File: config.mk
export PLATFORM = sky130hd
export DESIGN_NAME = fifo_burst_drain
export DESIGN_NICKNAME = d
export VERILOG_FILES = /design/src/rtl/fifo_burst_drain_pkg.sv /design/src/rtl/fifo_burst_drain_timer.sv /design/src/rtl/fifo_burst_drain.sv
export SDC_FILE = /design/constraint.sdc
export NUM_CORES = 1
export LEC_CHECK = 0
export BUFFER_PORTS_ARGS = -buffer_cell sky130_fd_sc_hd__buf_2
export CORE_MARGIN = 2
export CORE_UTILIZATION = 52
export DETAILED_ROUTE_END_ITERATION = 10
export GPL_TIMING_DRIVEN = 1
export MAX_ROUTING_LAYER = met4
export PLACE_DENSITY_LB_ADDON = 0.15
export SYNTH_ARGS = -nofsm -noshare
export SYNTH_HDL_FRONTEND = slang
export SYNTH_HIERARCHICAL = 1
export SYNTH_SLANG_ARGS = --single-unit
export TNS_END_PERCENT = 30
File: constraint.sdc
create_clock -name clk -period 2.1 [get_ports clk]
set_clock_uncertainty 0.1 [all_clocks]
set_input_delay 0.21 -clock clk [delete_from_list [all_inputs] [get_ports clk]]
set_output_delay 0.21 -clock clk [all_outputs]
set_load 0.05 [all_outputs]
File: src/rtl/fifo_burst_drain_pkg.sv
// Shared types and defaults for the FIFO burst-drain read controller.
package fifo_burst_drain_pkg;

  localparam int unsigned DefPtrW = 4;

  typedef enum logic [1:0] {
    StIdle  = 2'd0,
    StWait  = 2'd1,
    StBurst = 2'd2,
    StGap   = 2'd3
  } drain_state_e;

  // Counter wide enough to hold values up to and including the timeout.
  function automatic int unsigned timer_width(input int unsigned timeout);
    return (timeout < 1) ? 1 : $clog2(timeout + 1);
  endfunction

endpackage

File: src/rtl/fifo_burst_drain_timer.sv
// Clear/increment wait timer with a terminal-count flag at Timeout-1.
module drain_timer
  import fifo_burst_drain_pkg::*;
#(
  parameter int unsigned Timeout = 8,
  parameter int unsigned Width   = timer_width(Timeout)
) (
  input  logic clk,
  input  logic rst,
  input  logic clear_i,
  input  logic inc_i,
  output logic tc_o
);

  logic [Width-1:0] count_q, count_d;

  assign tc_o = (count_q == Width'(Timeout - 1));

  always_comb begin
    count_d = count_q;
    if (clear_i) begin
      count_d = '0;
    end else if (inc_i && !tc_o) begin
      // Holds at terminal count; the controller leaves WAIT on that cycle anyway.
      count_d = count_q + 1'b1;
    end
  end

  always_ff @(posedge clk) begin
    if (rst) begin
      count_q <= '0;
    end else begin
      count_q <= count_d;
    end
  end

endmodule

File: src/rtl/fifo_burst_drain.sv
// Read-side controller for synch_fifo: drains entries in fixed-size bursts toward a sink,
// flushing a partial burst once the wait timer expires.
module fifo_burst_drain
  import fifo_burst_drain_pkg::*;
#(
  parameter int unsigned PTR_W     = DefPtrW,
  parameter int unsigned BURST_LEN = 4,
  parameter int unsigned TIMEOUT   = 8
) (
  input  logic             clk,
  input  logic             rst,
  input  logic             enable,
  input  logic [PTR_W-1:0] existed_entries,
  input  logic             empty,
  input  logic [PTR_W-1:0] rd_ptr,
  input  logic             sink_ready,
  output logic             rd_en,
  output logic             rd_valid,
  output logic [PTR_W-1:0] rd_addr,
  output logic             burst_active,
  output logic [PTR_W-1:0] burst_len_out,
  output logic             burst_done
);

  localparam logic [PTR_W-1:0] BurstLenW = PTR_W'(BURST_LEN);

  drain_state_e     state_q, state_d;
  logic [PTR_W-1:0] remaining_q, remaining_d;
  logic [PTR_W-1:0] burst_len_q, burst_len_d;
  logic             rd_valid_q;
  logic [PTR_W-1:0] rd_addr_q;
  logic             burst_done_q;

  logic full_avail;
  logic last_read;
  logic timer_clear;
  logic timer_inc;
  logic timer_tc;

  assign full_avail = (existed_entries >= BurstLenW);
  // remaining<=1 also covers a degenerate zero-length flush, so the counter never wraps.
  assign last_read  = rd_en && (remaining_q <= PTR_W'(1));

  drain_timer #(
    .Timeout(TIMEOUT)
  ) u_timer (
    .clk    (clk),
    .rst    (rst),
    .clear_i(timer_clear),
    .inc_i  (timer_inc),
    .tc_o   (timer_tc)
  );

  always_comb begin
    state_d     = state_q;
    remaining_d = remaining_q;
    burst_len_d = burst_len_q;
    rd_en       = 1'b0;
    timer_clear = 1'b1;
    timer_inc   = 1'b0;

    unique case (state_q)
      StIdle: begin
        if (enable && full_avail) begin
          state_d     = StBurst;
          remaining_d = BurstLenW;
          burst_len_d = BurstLenW;
        end else if (enable && !empty) begin
          state_d = StWait;
        end
      end
      StWait: begin
        timer_clear = 1'b0;
        timer_inc   = 1'b1;
        if (full_avail) begin
          state_d     = StBurst;
          remaining_d = BurstLenW;
          burst_len_d = BurstLenW;
        end else if (empty) begin
          state_d = StIdle;
        end else if (timer_tc) begin
          state_d     = StBurst;
          remaining_d = existed_entries;
          burst_len_d = existed_entries;
        end
      end
      StBurst: begin
        rd_en = sink_ready && !empty;
        if (last_read) begin
          state_d = StGap;
        end else if (rd_en) begin
          remaining_d = remaining_q - 1'b1;
        end
      end
      StGap: begin
        state_d = StIdle;
      end
      default: begin
        state_d = StIdle;
      end
    endcase
  end

  always_ff @(posedge clk) begin
    if (rst) begin
      state_q      <= StIdle;
      remaining_q  <= '0;
      burst_len_q  <= '0;
      rd_valid_q   <= 1'b0;
      rd_addr_q    <= '0;
      burst_done_q <= 1'b0;
    end else begin
      state_q      <= state_d;
      remaining_q  <= remaining_d;
      burst_len_q  <= burst_len_d;
      rd_valid_q   <= rd_en;
      burst_done_q <= last_read;
      if (rd_en) begin
        rd_addr_q <= rd_ptr;
      end
    end
  end

  assign rd_valid      = rd_valid_q;
  assign rd_addr       = rd_addr_q;
  assign burst_active  = (state_q == StBurst);
  assign burst_len_out = burst_len_q;
  assign burst_done    = burst_done_q;

endmodule

==> Yosys cells after proc, flatten, opt, wreduce, memory -nomap -nowiden <==
Cells that the tools add are included.
{ "word_totals": {"reg_bits": 20, "inputBits": 13, "out_inout_bits": 12, "wordCells": 55} }
{ "classes": {"add_sub_neg": 2, "order_cmp": 2, "eq_ne": 12, "mux": 17, "n_bitwise": 1, "n_reduce_logical": 14} }
{ "op_table": {"columns": ["cell", "n"], "rows": [
  ["$mux W4", 6],
  ["$mux W2", 6],
  ["$pmux W4 S3", 1],
  ["$pmux W2 S4", 1],
  ["$pmux W4 S2", 1],
  ["$ne A3 B3 Y1 const B", 2],
  ["$reduce_and A6 Y1", 1],
  ["$logic_and A1 B1 Y1", 5],
  ["$add A4 B1 Y4 const B", 1],
  ["$eq A2 B2 Y1 const B", 2],
  ["$eq A4 B3 Y1 const B", 1],
  ["$ge A4 B3 Y1 const B", 1],
  ["$le A4 B1 Y1 const B", 1],
  ["$ne A2 B1 Y1 const B", 2],
  ["$ne A2 B2 Y1 const B", 2],
  ["$ne A4 B3 Y1 const B", 1],
  ["$reduce_and A4 Y1", 1],
  ["$sub A4 B1 Y4 const B", 1],
  ["$ne A3 B2 Y1 const B", 1],
  ["$reduce_and A3 Y1", 1],
  ["$reduce_bool A3 Y1", 1],
  ["$eq A2 B1 Y1 const B", 1],
  ["$logic_not A1 Y1", 2],
  ["$logic_not A2 Y1", 1],
  ["other kinds (4)", 5]
]} }

==> Logic depth before layout (Yosys ltp) <==
Gate-level depths: netlist (run 1).
{ "logic_depth": {"depth_word": 6, "ltp_mapped": 8} }

==> Cells and area by module <==
Netlist (run 1), hierarchy kept.
{ "modules_own_cells": {"columns": ["module", "n_inst", "cells_each", "area_per_inst_um2", "seq_area_each_um2"], "rows": [
  ["fifo_burst_drain", 1, 100, 850.8, 320.3],
  ["drain_timer", 1, 23, 207.7, 80.1]
]} }

==> Least setup slack after synthesis (run 1) <==
OpenSTA, ideal clock, no wires.
{ "synth_path": {"path_type": "register to register", "from": "register state_q[0]", "to": "register remaining_q[2]", "t_arrival_ns": 2.178, "t_required_ns": 1.883, "slack_ns": -0.295, "path_stages_with_launch": 9, "period_less_slack_ns": 2.395, "path_cell_list": "dfxtp_1 -> inv_1 -> ha_1 -> nand3b_4 -> inv_2 -> o31ai_1 -> a21oi_4 -> o21ai_1 -> a32o_1"} }
{ "synth_between": {"elab_chain_len": 5, "elab_cells_between_ends": 13, "cone_classes": "7 x eq/ne; 2 x mux; 4 x reduce/logical"} }
{ "synth_lines": {"columns": ["item", "line_no", "source"], "rows": [
  ["start: declaration", "fifo_burst_drain.sv:27", "drain_state_e state_q, state_d;"],
  ["start signal: assignment", "fifo_burst_drain.sv:106", "state_q <= StIdle;"],
  ["start signal: assignment", "fifo_burst_drain.sv:113", "state_q <= state_d;"],
  ["$eq A2 B2 Y1", null, null],
  ["via burst_active", "fifo_burst_drain.sv:20", "output logic burst_active,"],
  ["$mux W1", "fifo_burst_drain.sv:62", "unique case (state_q)"],
  ["via rd_en", "fifo_burst_drain.sv:17", "output logic rd_en,"],
  ["$logic_and A1 B1 Y1", "fifo_burst_drain.sv:42", "assign last_read = rd_en && (remaining_q <= PTR_W'(1));"],
  ["$ne A2 B2 Y1 (no line)", null, null],
  ["$reduce_and A6 Y1 (no line)", null, null],
  ["end signal: assignment", "fifo_burst_drain.sv:114", "remaining_q <= remaining_d;"],
  ["end: declaration", "fifo_burst_drain.sv:28", "logic [PTR_W-1:0] remaining_q, remaining_d;"]
]} }
The timed path passes the listed nets, and every way through them passes these cells.
A chain may end at the register's enable or synchronous reset.

==> Worst setup path in the final report (run 1) <==
{ "layout_path": {"from": "register u_timer.count_q[0]", "to": "register remaining_q[2]"} }
{ "layout_between": {"elab_chain_len": 3} }
{ "layout_lines": {"columns": ["item", "line_no", "source"], "rows": [
  ["start: declaration", "fifo_burst_drain_timer.sv:15", "logic [Width-1:0] count_q, count_d;"],
  ["start signal: assignment", "fifo_burst_drain_timer.sv:33", "count_q <= count_d;"],
  ["$eq A4 B3 Y1", "fifo_burst_drain_timer.sv:17", "assign tc_o = (count_q == Width'(Timeout - 1));"],
  ["via timer_tc", "fifo_burst_drain.sv:38", "logic timer_tc;"],
  ["$ne A3 B2 Y1 (no line)", null, null],
  ["$reduce_and A6 Y1 (no line)", null, null]
]} }
The timed path passes the listed nets, and every way through them passes these cells.

==> summary.txt, run 1 <==
worst path arrival time - 2.10 ns
Mean Syn Cell Area - 8.61 um^2
Peak supply drop - 0.605 mV
antenna diode count - 0
RSZ-0062 raised after global routing - no
wire per inst - 13.6 um
worst rel slew slack - 0.659
dpl cell area - 1220 um^2
synthesized area - 1060 um^2
Post-CTS Hold Fix Bufs - 0
critical hold path startpoint - rd_ptr[3]
routability cong. - 0.776
maxcap violations - 0
Hold/Removal Path Class - input pin to register
Setup WS post-layout - 0.113 ns
gr usage total - 0.221
clk_lat worst skew - 0.31 ns
WL final - 2.39 mm
area grow syn2layout - 18.1%
design area - 1250 um^2
global-route wire length before repair - 4.05 mm
worst-case reg-to-reg path depth - 8
Post-Synthesis Cells - 123
Max Root-Sink Buffers - 2
f_max - 0.503 GHz
startpoint types - register
final setup vio count - 0
share of layout cells above drive strength 1 - 0.268
largest net degree at the start of global routing - 17
initial DRC count - 14
TNS Setup - 0 ns
vias per inst - 5.64
dominant cells by area after synthesis - dfxtp_1 38%, ha_1 8.3%, nand2_1 5.3%
pre-CTS WS - 0.126 ns
register area share after synthesis - 0.378
most frequent cells in the layout - 24 x buf_2, 20 x dfxtp_1, 15 x nand2_1
final hold violation count - 0
outcome - completed
Tightest Pin Transition - 0.504 ns
Synth warnings - 6
Reg-to-Reg Start - u_timer/count_q[0]
Die Area - 2410 um^2
Syn Nets - 143
CTS Buf Count - 3
final critical-path share of the clock period - 0.946
DRC viols - 0
Crit Path Max Fanout - 8
commonest non-fill, non-tap cell in the layout - buf_2
DRT antenna net count - 0
WP data required - 2.21 ns
CTS tree - built
Reg-to-Reg End - remaining_q[2]
Hold Slack - 0.0256 ns
Die W - 49.1 um
flop-to-flop setup slack - 0.11 ns
hold depth - 3
number of global-route vias before repair - 965
Via Count - 993
critical path class - register to register
H-tree Lvls - 1
drt pass-1 iters - 4
top-area cell type share of the netlist area - 0.378
hold endpoint - rd_addr[3]
Pwr Density - 1120 nW/um^2
num rows - 16
Starting Density - 0.545
count of input and output buffers - 24
Min Clock Period, post-route - 1.99 ns
GRT overflow - 0
CTS clk-pin slew, worst paths - 0.11 ns
Sink Count - 20
final net count - 171
Core Region - 1940 um^2
Synth cell types - 34
dominant cell type by area after synthesis - dfxtp_1
initial antenna violation count - 0
root buffer cell - clkbuf_4
crit end category - register
Die H - 49.1 um
Slew Viols, Final - 0
IO Pins - 25
dpl hpwl - 1.83 mm
final core utilization - 0.644
#FFs+latches synth - 20
Lkg Pwr - 0.583 nW
flip-flops by register name, summed over array words and instances (netlist names):
| name | count |
|---|---|
| rd_valid | 1 |
| remaining_q | 4 |
| rd_addr | 4 |
| u_timer/count_q | 4 |
| burst_len_out | 4 |
| state_q | 2 |
| burst_done | 1 |
cells by family (layout without fill, tap and decap cells):
group,count (synthesis),after routing,synth area share
buffers and inverters,13,39,0.0461
adder cells (fa/ha/maj),7,7,0.0827
multiplexers,3,3,0.0284
AND/OR/NAND/NOR,49,49,0.251
flip-flops,20,20,0.378
AO/OA/AOI/OAI,31,31,0.214
power breakdown:
part           leakage (nW)  internal [W]  total, W  switching, W
registers             0.162      0.000427  0.000471     0.0000441
logic                 0.407      0.000272  0.000747      0.000475
clock network        0.0138     0.0000671  0.000186      0.000119
what timing repair did:
action / CTS / global route
resized for setup: 0 / 1
buffers inserted: 0 / 0
endpoints found under the setup margin: 0 / 2
worst max-delay path, stage by stage, from the launching register on:
cell and delay, ns:
dfxtp_1 0.40, ha_1 0.25, nand3b_4 0.11, inv_2 0.09
nand2b_1 0.06, a32o_1 0.32, a21oi_4 0.22, o21ai_1 0.10
a32o_1 0.26
cell usage after synthesis, drive strengths merged:
cell type,number
dfxtp,20
nand2,15
nor2,14
inv,11
a21oi,9
o21ai,8
ha,7
mux2i,3
nand2b,3
nand3b,3
o211ai,3
a21boi,2
a32o,2
and3,2
clkbuf,2
nand3,2
nand4,2
nor3,2
nor3b,2
or3,2
a21bo,1
a31o,1
a31oi,1
nand4b,1
nor4b,1
o221a,1
o311ai,1
o31ai,1
o41ai,1
per-layer routing:
metal	vias up	routed length [um]	GRT usage
met3	7	91	0.0184
met1	463	1100	0.271
met5	-	0	-
li1	488	-	-
met4	0	49	0.0857
met2	35	1150	0.374
area by class of cell:
class                   count  area [um^2]
multi-input cells          90          624
fillers                   176          692
clock buffers               3         22.5
inverters                  11         41.3
repair buffers             25          128
well taps                  27         33.8
flip-flops and latches     20          400
worst max path at each step:
stage	slack (ns)	startpoint	end
finish	0.11	u_timer/count_q[0]	remaining_q[2]
global route	0.01	u_timer/count_q[0]	remaining_q[2]
CTS	0.09	u_timer/count_q[0]	burst_len_out[0]
detailed placement	0.13	u_timer/count_q[0]	burst_len_out[0]
global placement	0.21	u_timer/count_q[0]	burst_len_out[1]
floorplan	0.08	state_q[0]	remaining_q[2]
metrics by stage:
step                power (W)  instances
floorplan             0.00105        123
global placement      0.00119        173
detailed placement    0.00121        173
CTS                   0.00140        176
global route          0.00149        176
finish                0.00140        176
(Power assumes the default switching activity.)
==> run 2: changes to the inputs <==
Settings changed: CORE_UTILIZATION 52 to 56.
Clock period 2.1 ns to 2.5 ns, I/O delays scaled along.
==> run 2 against run 1 <==
  * Global-route usage grew 0.41 points
  * Via count shrank 2.0%
  * Clock-buffer cell count grew 1
  * Register-to-register slack gained 0.29 ns
  * Power shrank 16%
  * Sequential share of layout area grew 0.29 points
  * Die area shrank 6.6%
  * Routed wire length shrank 11%
  * Non-clock buffer count shrank 1
  * Clock power is essentially flat
  * Critical path type unchanged
==> summary.txt, run 2 (synthesis results as in run 1) <==
most frequent cells in the layout - 24 x buf_2, 20 x dfxtp_1, 15 x nand2_1
Peak supply drop - 0.707 mV (+17%)
Die W - 47.5 um (-3.3%)
Reg-to-Reg End - burst_len_out[0]
worst rel slew slack - 0.656 (-0.00303)
Core Region - 1750 um^2 (-10%)
Pwr Density - 951 nW/um^2 (-15%)
CTS tree - built
dpl cells - 170 (-1.7%)
drt pass-1 iters - 4 (unchanged)
gr usage total - 0.225 (+0.00413)
initial antenna violation count - 0 (unchanged)
clk_lat worst skew - 0.30 ns (about the same)
H-tree Lvls - 1 (unchanged)
Hold/Removal Path Class - input pin to register
initial DRC count - 33 (+19)
maxcap violations - 0 (unchanged)
Crit Path Max Fanout - 5 (-3)
Slew Viols, Final - 0 (unchanged)
Reg-to-Reg Start - u_timer/count_q[0]
CTS clk-pin slew, worst paths - 0.11 ns (about the same)
final setup vio count - 0 (unchanged)
area grow syn2layout - 17.0%
startpoint types - register
outcome - completed
WP data required - 2.59 ns (+0.38 ns)
Starting Density - 0.606 (+0.0613)
IO Pins - 25 (unchanged)
num rows - 15 (-1)
RSZ-0062 raised after global routing - no
hold endpoint - rd_addr[0]
share of layout cells above drive strength 1 - 0.255 (-0.0134)
f_max - 0.477 GHz (-5.2%)
Hold Slack - 0.0682 ns (+0.0426 ns)
commonest non-fill, non-tap cell in the layout - buf_2
critical path class - register to register
Setup WS post-layout - 0.403 ns (+0.290 ns)
worst-case reg-to-reg path depth - 8 (unchanged)
DRT antenna net count - 0 (unchanged)
global-route wire length before repair - 3.33 mm (-18%)
Via Count - 973 (-2.0%)
Sink Count - 20 (unchanged)
TNS Setup - 0 ns (unchanged)
wire per inst - 12.2 um (-10%)
number of global-route vias before repair - 811 (-16%)
routability cong. - 0.859 (+11%)
Post-CTS Hold Fix Bufs - 0 (unchanged)
antenna diode count - 0 (unchanged)
final hold violation count - 0 (unchanged)
final critical-path share of the clock period - 0.839 (-0.107)
Final Non-Filler Cells - 174 (-1.1%)
vias per inst - 5.59 (-0.89%)
Lkg Pwr - 0.584 nW (+0.24%)
DRC viols - 0 (unchanged)
crit end category - register
Die H - 47.5 um (-3.3%)
Worst Setup SP - u_timer/count_q[0]
worst path arrival time - 2.19 ns (+0.09 ns)
final net count - 170 (-0.58%)
WL final - 2.12 mm (-11%)
root buffer cell - clkbuf_4
Max Root-Sink Buffers - 2 (unchanged)
largest net degree at the start of global routing - 17 (unchanged)
flop-to-flop setup slack - 0.40 ns (+0.29 ns)
GRT overflow - 0 (unchanged)
Tightest Pin Transition - 0.508 ns (+0.00448 ns)
Post-CTS Repair Setup Buffers - 0 (unchanged)
CTS-repair resized insts - 0 (unchanged)
pre-CTS WS - 0.457 ns (+0.331 ns)
count of input and output buffers - 24 (unchanged)
CTS Buf Count - 3 (unchanged)
hold depth - 3 (unchanged)
Min Clock Period, post-route - 2.10 ns (+0.110 ns)
Die Area - 2250 um^2 (-6.6%)
critical hold path startpoint - rd_ptr[0]
dpl hpwl - 1.63 mm (-11%)
==> run 2: worst max-delay path: stages, from the launching register on <==
cell	delay [ns]
dfxtp_1	0.40
ha_1	0.26
nand3b_4	0.10
inv_2	0.10
nand2b_1	0.07
a32o_1	0.32
nor2_1	0.36
mux2i_1	0.23
nor2_1	0.05
==> run 2: final cells by class <==
class                           count  area, um^2
Clock buffer                        4        36.3
Multi-Input combinational cell     90         609
Timing Repair Buffer               24         120
Fill cell                         148         507
Sequential cell                    20         400
Inverter                           11        41.3
Tap cell                           25        31.3
==> run 2: where the power goes <==
group	switching [W]	internal (W)
sequential	0.0000340	0.000359
clock	0.0000958	0.0000890
combinational	0.000392	0.000208
total	0.000522	0.000656
==> run 2: per-layer routing <==
metal	track usage	routed length, um
met1	0.258	934
met2	0.343	913
met3	0.0528	207
met4	0.156	60
met5	-	0
==> run 2: stage by stage <==
| step | instance area (um^2) | utilization | total power, W |
|---|---|---|---|
| floorplan | 1060 | - | 0.000866 |
| global placement | 1200 | 0.689 | 0.000973 |
| detailed placement | 1200 | 0.689 | 0.000989 |
| CTS | 1240 | 0.710 | 0.00118 |
| global route | 1240 | 0.710 | 0.00126 |
| finish | 1240 | 0.710 | 0.00118 |
==> run 2: how the worst max path moves through the flow <==
stage,end,cells past startpoint,slack [ns]
2_1_floorplan,remaining_q[2],8,0.10
3_3_place_gp,burst_len_out[1],8,0.50
3_5_place_dp,state_q[1],6,0.46
4_1_cts,state_q[1],6,0.44
5_1_grt,state_q[0],6,0.24
6_report,burst_len_out[0],8,0.40
